==> src/rtl/pc_gen.sv <==
// pc_gen: program counter for the rv32i fetch stage.
// Produces the fetch address and a valid/ready request towards instruction
// memory. The PC steps forward after each accepted fetch and can be redirected
// by a relative branch, an absolute jump, a trap entry or an mret. A redirect
// target that is not aligned to the instruction step becomes a trap to
// i_trap_vec. That case raises a one-cycle o_misaligned pulse and records the
// offending target in o_bad_addr.

`ifndef BOOT_ADDR
`define BOOT_ADDR 32'h0000_0000
`endif

`ifndef PC_STEP
`define PC_STEP 4
`endif

module pc_gen #(
   parameter int unsigned     XLEN       = 32,
   parameter logic [XLEN-1:0] BOOT_ADDR  = `BOOT_ADDR,
   parameter int unsigned     PC_STEP    = `PC_STEP,
   parameter int unsigned     ALIGN_BITS = 2
) (
   input  logic            i_clk,
   input  logic            i_rst,
   input  logic            i_stall,
   input  logic            i_redirect_valid,
   input  logic            i_redirect_sel,
   input  logic [XLEN-1:0] i_pc_in,
   input  logic            i_trap,
   input  logic [XLEN-1:0] i_trap_vec,
   input  logic            i_mret,
   input  logic            i_fetch_ready,
   output logic            o_fetch_valid,
   output logic [XLEN-1:0] o_pc_out,
   output logic [XLEN-1:0] o_pc_plus_step,
   output logic [XLEN-1:0] o_epc,
   output logic            o_misaligned,
   output logic [XLEN-1:0] o_bad_addr
);

   // Sequential increment and the mask of target bits that must be zero.
   // The mask form also covers ALIGN_BITS == 0 without a zero-width slice.
   localparam logic [XLEN-1:0] STEP       = XLEN'(PC_STEP);
   localparam logic [XLEN-1:0] ALIGN_MASK = XLEN'((64'd1 << ALIGN_BITS) - 64'd1);

   // BOOT is the single cycle after reset with no fetch request. RUN issues
   // a request. WAIT means that request is being held under back-pressure.
   typedef enum logic [1:0] {
      ST_BOOT = 2'd0,
      ST_RUN  = 2'd1,
      ST_WAIT = 2'd2
   } state_t;

   state_t          r_state;
   state_t          w_state_nxt;

   logic [XLEN-1:0] r_pc;
   logic [XLEN-1:0] r_epc;
   logic [XLEN-1:0] r_bad_addr;
   logic            r_misaligned;

   logic [XLEN-1:0] w_pc_nxt;
   logic [XLEN-1:0] w_epc_nxt;
   logic [XLEN-1:0] w_bad_addr_nxt;
   logic            w_misaligned_nxt;

   logic [XLEN-1:0] w_pc_plus_step;
   logic [XLEN-1:0] w_rel_target;
   logic [XLEN-1:0] w_abs_target;
   logic [XLEN-1:0] w_target;
   logic            w_target_bad;
   logic            w_active;

   // Redirect targets. All sums wrap silently modulo 2^XLEN, and a negative
   // i_pc_in works as a backward branch through two's-complement wrap.
   assign w_pc_plus_step = r_pc + STEP;
   assign w_rel_target   = r_pc + i_pc_in;
   assign w_abs_target   = {i_pc_in[XLEN-1:1], 1'b0};
   assign w_target       = i_redirect_sel ? w_abs_target : w_rel_target;
   assign w_target_bad   = |(w_target & ALIGN_MASK);

   // The fetch request is valid in every state except BOOT.
   assign w_active = (r_state != ST_BOOT);

   // Next-state and next-datapath decode. The priority is trap, stall, mret,
   // redirect, handshake, hold. Any event takes the FSM back to RUN, because
   // the new PC is a fresh request and the pending fetch is dropped.
   always_comb begin
      // NOTE: every output of this block gets a default first, so no path
      // leaves a variable unassigned and no latch can be inferred.
      w_state_nxt      = r_state;
      w_pc_nxt         = r_pc;
      w_epc_nxt        = r_epc;
      w_bad_addr_nxt   = r_bad_addr;
      w_misaligned_nxt = 1'b0;

      unique case (r_state)
         ST_BOOT: begin
            // Events and handshakes are ignored while BOOT lasts.
            w_state_nxt = ST_RUN;
         end

         ST_RUN, ST_WAIT: begin
            if (i_trap) begin
               // Trap entry overrides stall and drops a simultaneous mret.
               w_pc_nxt    = i_trap_vec;
               w_epc_nxt   = r_pc;
               w_state_nxt = ST_RUN;
            end else if (i_stall) begin
               // Hold everything. The requester re-asserts redirect or mret.
               w_state_nxt = r_state;
            end else if (i_mret) begin
               w_pc_nxt    = r_epc;
               w_state_nxt = ST_RUN;
            end else if (i_redirect_valid) begin
               w_state_nxt = ST_RUN;
               if (w_target_bad) begin
                  // A misaligned target is taken as a trap to the handler.
                  w_misaligned_nxt = 1'b1;
                  w_bad_addr_nxt   = w_target;
                  w_epc_nxt        = r_pc;
                  w_pc_nxt         = i_trap_vec;
               end else begin
                  w_pc_nxt = w_target;
               end
            end else if (i_fetch_ready) begin
               // Fetch accepted: advance and issue the next request.
               w_pc_nxt    = w_pc_plus_step;
               w_state_nxt = ST_RUN;
            end else begin
               // Back-pressure: keep the request stable until it is accepted.
               w_state_nxt = ST_WAIT;
            end
         end

         default: begin
            w_state_nxt = ST_BOOT;
         end
      endcase
   end

   // FSM state register with synchronous active-low reset.
   always_ff @(posedge i_clk) begin
      // NOTE: sequential state uses non-blocking assignments only. Every
      // register updates from values taken before the edge, whatever order
      // the blocks run in.
      if (!i_rst) begin
         r_state <= ST_BOOT;
      end else begin
         r_state <= w_state_nxt;
      end
   end

   // PC, exception PC, misalignment pulse and bad address registers.
   always_ff @(posedge i_clk) begin
      // NOTE: every register here has a defined reset value. Reset forces
      // BOOT and so drops any fetch that was waiting for a handshake.
      if (!i_rst) begin
         r_pc         <= BOOT_ADDR;
         r_epc        <= '0;
         r_bad_addr   <= '0;
         r_misaligned <= 1'b0;
      end else begin
         r_pc         <= w_pc_nxt;
         r_epc        <= w_epc_nxt;
         r_bad_addr   <= w_bad_addr_nxt;
         r_misaligned <= w_misaligned_nxt;
      end
   end

   assign o_fetch_valid  = w_active;
   assign o_pc_out       = r_pc;
   assign o_pc_plus_step = w_pc_plus_step;
   assign o_epc          = r_epc;
   assign o_misaligned   = r_misaligned;
   assign o_bad_addr     = r_bad_addr;

endmodule

==> config.mk <==
export PLATFORM = sky130hd
export DESIGN_NAME = pc_gen
export DESIGN_NICKNAME = d
export VERILOG_FILES = /design/src/rtl/pc_gen.sv
export SDC_FILE = /design/constraint.sdc
export NUM_CORES = 1
export LEC_CHECK = 0
export ABC_AREA = 1
export BUFFER_PORTS_ARGS = -buffer_cell sky130_fd_sc_hd__buf_2
export CAP_MARGIN = 10
export CORE_UTILIZATION = 41
export DETAILED_ROUTE_END_ITERATION = 7
export GPL_ROUTABILITY_DRIVEN = 0
export HOLD_SLACK_MARGIN = 0.02
export PLACE_DENSITY = 0.63
export SYNTH_ARGS = -nofsm -noshare
export SYNTH_HDL_FRONTEND = slang
export SYNTH_SLANG_ARGS = --single-unit
==> constraint.sdc <==
create_clock -name i_clk -period 2.9 [get_ports i_clk]
set_clock_uncertainty 0.05 [all_clocks]
set_input_delay 0.58 -clock i_clk [delete_from_list [all_inputs] [get_ports i_clk]]
set_output_delay 0.58 -clock i_clk [all_outputs]
set_load 0.01 [all_outputs]
Word-level counts from Yosys, hierarchy flattened. Cells that the tools add are included.

Add/sub/neg operators: 2. Equality and inequality tests: 5. Mux-type cells: 19. Bitwise gates (word level): 6. Reductions and logical operators: 11.

Operator list (count): $mux 32 (12); $add 32x3->32 const B (1); $add 32x32->32 (1); $mux 2 (5); $not 1->1 (6); $reduce_and 6->1 (1); $reduce_bool 2->1 (3); $reduce_or 6->1 (1); $reduce_and 5->1 (1); $pmux 2 s2 (1); $reduce_bool 4->1 (1); $reduce_or 2->1 (2); $ne 3x3->1 const B (1); $reduce_and 3->1 (1); $eq 2x1->1 const B (1); $eq 2x2->1 const B (1); $logic_not 2->1 (1); $ne 2x1->1 const B (1); $ne 2x2->1 const B (1); $mux 1 (1).

Bits in registers: 99. Input port bits: 72. Output and inout port bits: 130. Word-level logic and storage cells: 48.

Longest topological paths before layout.
Depth in word-level cells: 8. Depth in mapped cells: 19. Mapped depth without buffers: 19.

Worst setup path before layout. OpenSTA, ideal clock, no wires.

Path kind: in2reg. Start point: input port i_pc_in[0]. End point: register r_pc[4], in the netlist o_pc_out[4]. Library setup time: 132 ps. Arrival time: 2401 ps. Data required time: 2718 ps. Setup slack: 317 ps. Stages: 14. Path buffers: 2. Cells stage by stage: ha_1 inv_1 fa_1 o21ai_1 a21oi_2 inv_2 buf_4 buf_2 o21bai_1 nand3_1 o21ai_0 nand2_1 o211ai_1 a21oi_1.

Word-level cells in the longest chain between the ends: 8.

RTL lines: start: declaration (line 28) `input logic [XLEN-1:0] i_pc_in,`; $add 32x32->32 (*) (line 77) `assign w_rel_target = r_pc + i_pc_in;`; $mux 32 (*) (line 79) `assign w_target = i_redirect_sel ? w_abs_target : w_rel_target;`; $reduce_or 2->1 (line 80) `assign w_target_bad = |(w_target & ALIGN_MASK);`; $mux 32 (*) (line 117) `if (w_target_bad) begin`; $mux 32 (*) (line 115) `end else if (i_redirect_valid) begin`; $mux 32 (*) (line 112) `end else if (i_mret) begin`; $mux 32 (*) (line 109) `end else if (i_stall) begin`; $mux 32 (*) (line 104) `if (i_trap) begin`; end signal: assignment (line 164) `r_pc <= w_pc_nxt;`; end: declaration (line 57) `logic [XLEN-1:0] r_pc;`.

Mark *: on every way between the ends. The rest lies on a longest branch, timed or not. The select of a mux whose other input is x is not followed. A chain may end at the register's enable or synchronous reset.

Worst setup path in the final report.
Start point: register r_pc[17], in the netlist o_pc_out[17]. End point: output port o_pc_plus_step[31].

Word-level cells in the longest chain between the ends: 1.

RTL lines: $add 32x3->32 (line 76) `assign w_pc_plus_step = r_pc + STEP;`; end: declaration (line 35) `output logic [XLEN-1:0] o_pc_plus_step,`.

No other way between the ends.

==> run_results.csv <==
group,metric,value,unit
global_routing,busiest_layer,"met2",
yosys,avgSynthCellArea,5.82,sq um
floorplanning,rows,52,
global_routing,antenna_found_initial,0,
worst_setup_path,start_kind,"flop",
yosys,ys.flop_type,"dfxtp_1",
timing,fin_ws,0.0482,ns
drt,drcViolationCount,0,
floorplanning,dieHeight,146,um
worst_setup_path,arrival,2.22,ns
pwr,peakVddDrop,287,uV
yosys,ys_warn_count,0,
floorplanning,core,0.0203,sq mm
cells_and_area,diodes,0,
status,outcome,"finished clean",
drt,num_vias,9981,
clock_network,h-tree-depth,3,
timing,setup_viol,0,
drt,routed_wl,31700,um
yosys,syn_area,0.00851,sq mm
timing,fin_crit_sh,0.983,
timing,fin_setup_tns,0,ns
global_routing,grt_overflow,0,
yosys,ys_seq_area_frac,0.233,
clock_network,hold_buffers,0,
drt,wire_per_inst,16.4,um
drt,drtIter0Drc,1133,
clock_network,numCtsBuffers,9,
pwr,p_leak,5.68,nW
pwr,p_per_area,421,mW/mm^2
yosys,synth_cells,1463,
placed_design,io_buffers,201,
floorplanning,die_w,146,um
global_routing,grt_max_degree,54,
pwr,total_power,0.00428,W
timing,finalMaxSlewViolations,0,
global_routing,grt_first_pass_wirelength,49400,um
global_routing,use_met3,0.0381,
yosys,synth.distinct_cells,47,
yosys,synth_edf_count,0,
clock_network,insertion_delay,0.35,ns
clock_network,cts.sinks,99,
clock_network,cts_tree,"yes",
timing,worst_pin_slew,0.874,ns
yosys,syn_nets,1570,
floorplanning,die-area,0.0213,sq mm
cells_and_area,nets,1759,
drt,dr.pass1.iters,5,
global_routing,grt_util_met1,0.430,
placed_design,dp_hpwl,25000,um
worst_setup_path,r2r_slack,0.28,ns
floorplanning,start_util,0.419,
global_routing,gr-usage-met2,0.441,
placed_design,dpl_cell_area,0.00982,sq mm
clock_network,clock-root-buffer,"clkbuf_16",
worst_setup_path,crit_fanout,5,
cells_and_area,drive_gt1_frac,0.193,
placed_design,place_ws,-0.0252,ns
global_routing,track_usage,0.295,
yosys,yosys.area.top_type_share,0.233,
global_routing,grt_pass1_vias,9149,
drt,post_drt_via_cell_ratio,5.18,
flow_run,max-cap-violations,0,
cells_and_area,n_fill_cell,2234,
cells_and_area,fin_area,0.0102,sq mm
timing,fmax,351,MHz
hold_path,hp-class,"flop to flop",
timing,hold_viol_final,0,
worst_setup_path,crit_path_end_kind,"primary output",
yosys,synth_top_area_cell,"dfxtp_1",
yosys,synth.area.top_cells,"dfxtp_1, nand2_1, inv_1, a21oi_1, nand3_1",
floorplanning,num_io_pins,202,
clock_network,clockBufferDepth,2,
cells_and_area,area_delta_synth_final,19.5,%
yosys,ys_async_sr_fraction,0,
worst_setup_path,setup.worst_path.class,"flop to primary output",
worst_setup_path,cp.required,2.27,ns
clock_network,clkTransAtPathRegs,0.07,ns
drt,ant_nets,0,
timing,maxSlewHeadroom,0.417,
yosys,yosys_register_bits,99,
timing,period_needed,2.85,ns
cells_and_area,fin_util,0.501,
==> logic make-up after synthesis <==
group | synth area share
simple gates | 0.358
buf+inv | 0.143
compound gates | 0.176
flops | 0.233
fa+ha+maj | 0.0523
xor+xnor | 0.0376
==> repair_timing <==
item                       CTS  global route
setup endpoints to repair    0            27
setup buffers                0             4
resized for setup            0            19
==> cells in the final DEF, fill, tap and decap left out, drive strengths merged, types with 2 or more instances in the layout <==
master      n
dfxtp      99
a32oi       2
nor3       10
nor2      124
o21ai      80
nand2     465
clkbuf     11
or2        16
xor2       27
nor4        4
nand4      10
clkinvlp    3
inv       222
nand3      97
o21bai      4
nand3b      3
ha         34
xnor2       7
buf       243
o211ai     25
a21oi     163
==> layer usage <==
metal,vias to the layer above,share of wire
met2,469,0.42
met4,0,0.026
li1,5020,-
met3,54,0.091
met1,4438,0.46
met5,-,0
==> final cells by class <==
class | count | area (sq um) | area share
Clock buffer | 11 | 233 | 0.0229
Tap cell | 270 | 338 | 0.0332
Inverter | 222 | 833 | 0.0819
Multi-Input combinational cell | 1077 | 5330 | 0.524
Sequential cell | 99 | 2000 | 0.196
Clock inverter | 4 | 52.6 | 0.00517
Timing Repair Buffer | 243 | 1390 | 0.136
==> state kept, by name, summed over array words and instances (netlist names) <==
| signal | flops |
|---|---|
| o_bad_addr | 32 |
| o_epc | 32 |
| o_pc_out | 32 |
| r_state | 2 |
| o_misaligned | 1 |
==> Yosys cell counts (all sizes together), types with 2 or more instances <==
master,instances
a32oi,2
inv,222
or2,16
nor2,124
o21bai,4
a21oi,163
nand3,97
nand4,10
xnor2,7
dfxtp,99
nor4,4
o211ai,25
xor2,27
nor3,10
ha,34
o21ai,80
nand3b,3
nand2,465
buf,24
clkbuf,39
==> final timing paths <==
check | startpoint | endpoint | depth (start not counted)
hold / removal | o_bad_addr[1]$_SDFFE_PN0P_ | o_bad_addr[1]$_SDFFE_PN0P_ | 2
setup reg to reg | o_pc_out[0]$_SDFFE_PN0P_ | o_pc_out[4]$_SDFFE_PN0P_ | 13
hold reg to reg | o_bad_addr[1]$_SDFFE_PN0P_ | o_bad_addr[1]$_SDFFE_PN0P_ | 2
setup / recovery | o_pc_out[17]$_SDFFE_PN0P_ | o_pc_plus_step[31] | 7
==> stage by stage <==
stage          hold slack, ns  instances
2_1_floorplan           0.426       1463
3_3_place_gp            0.400       1907
3_5_place_dp            0.408       1907
4_1_cts                 0.422       1922
5_1_grt                 0.443       1926
6_report                0.419       1926
==> critical path, cell delays in order (launching register included) <==
cell and delay (ns):
dfxtp_1 0.41, nand2_1 0.19, nor2_1 0.20, nand2_1 0.13
nor4_1 0.35, nand2_1 0.17, xnor2_2 0.24, buf_2 0.18
==> report_power, final <==
| part | switching, W | leakage (nW) | internal, W |
|---|---|---|---|
| Combinational | 0.000962 | 4.74 | 0.000527 |
| Clock | 0.000563 | 0.128 | 0.000666 |
| Sequential | 0.000113 | 0.812 | 0.00145 |
Note: power is estimated with default switching activity, not from simulation.
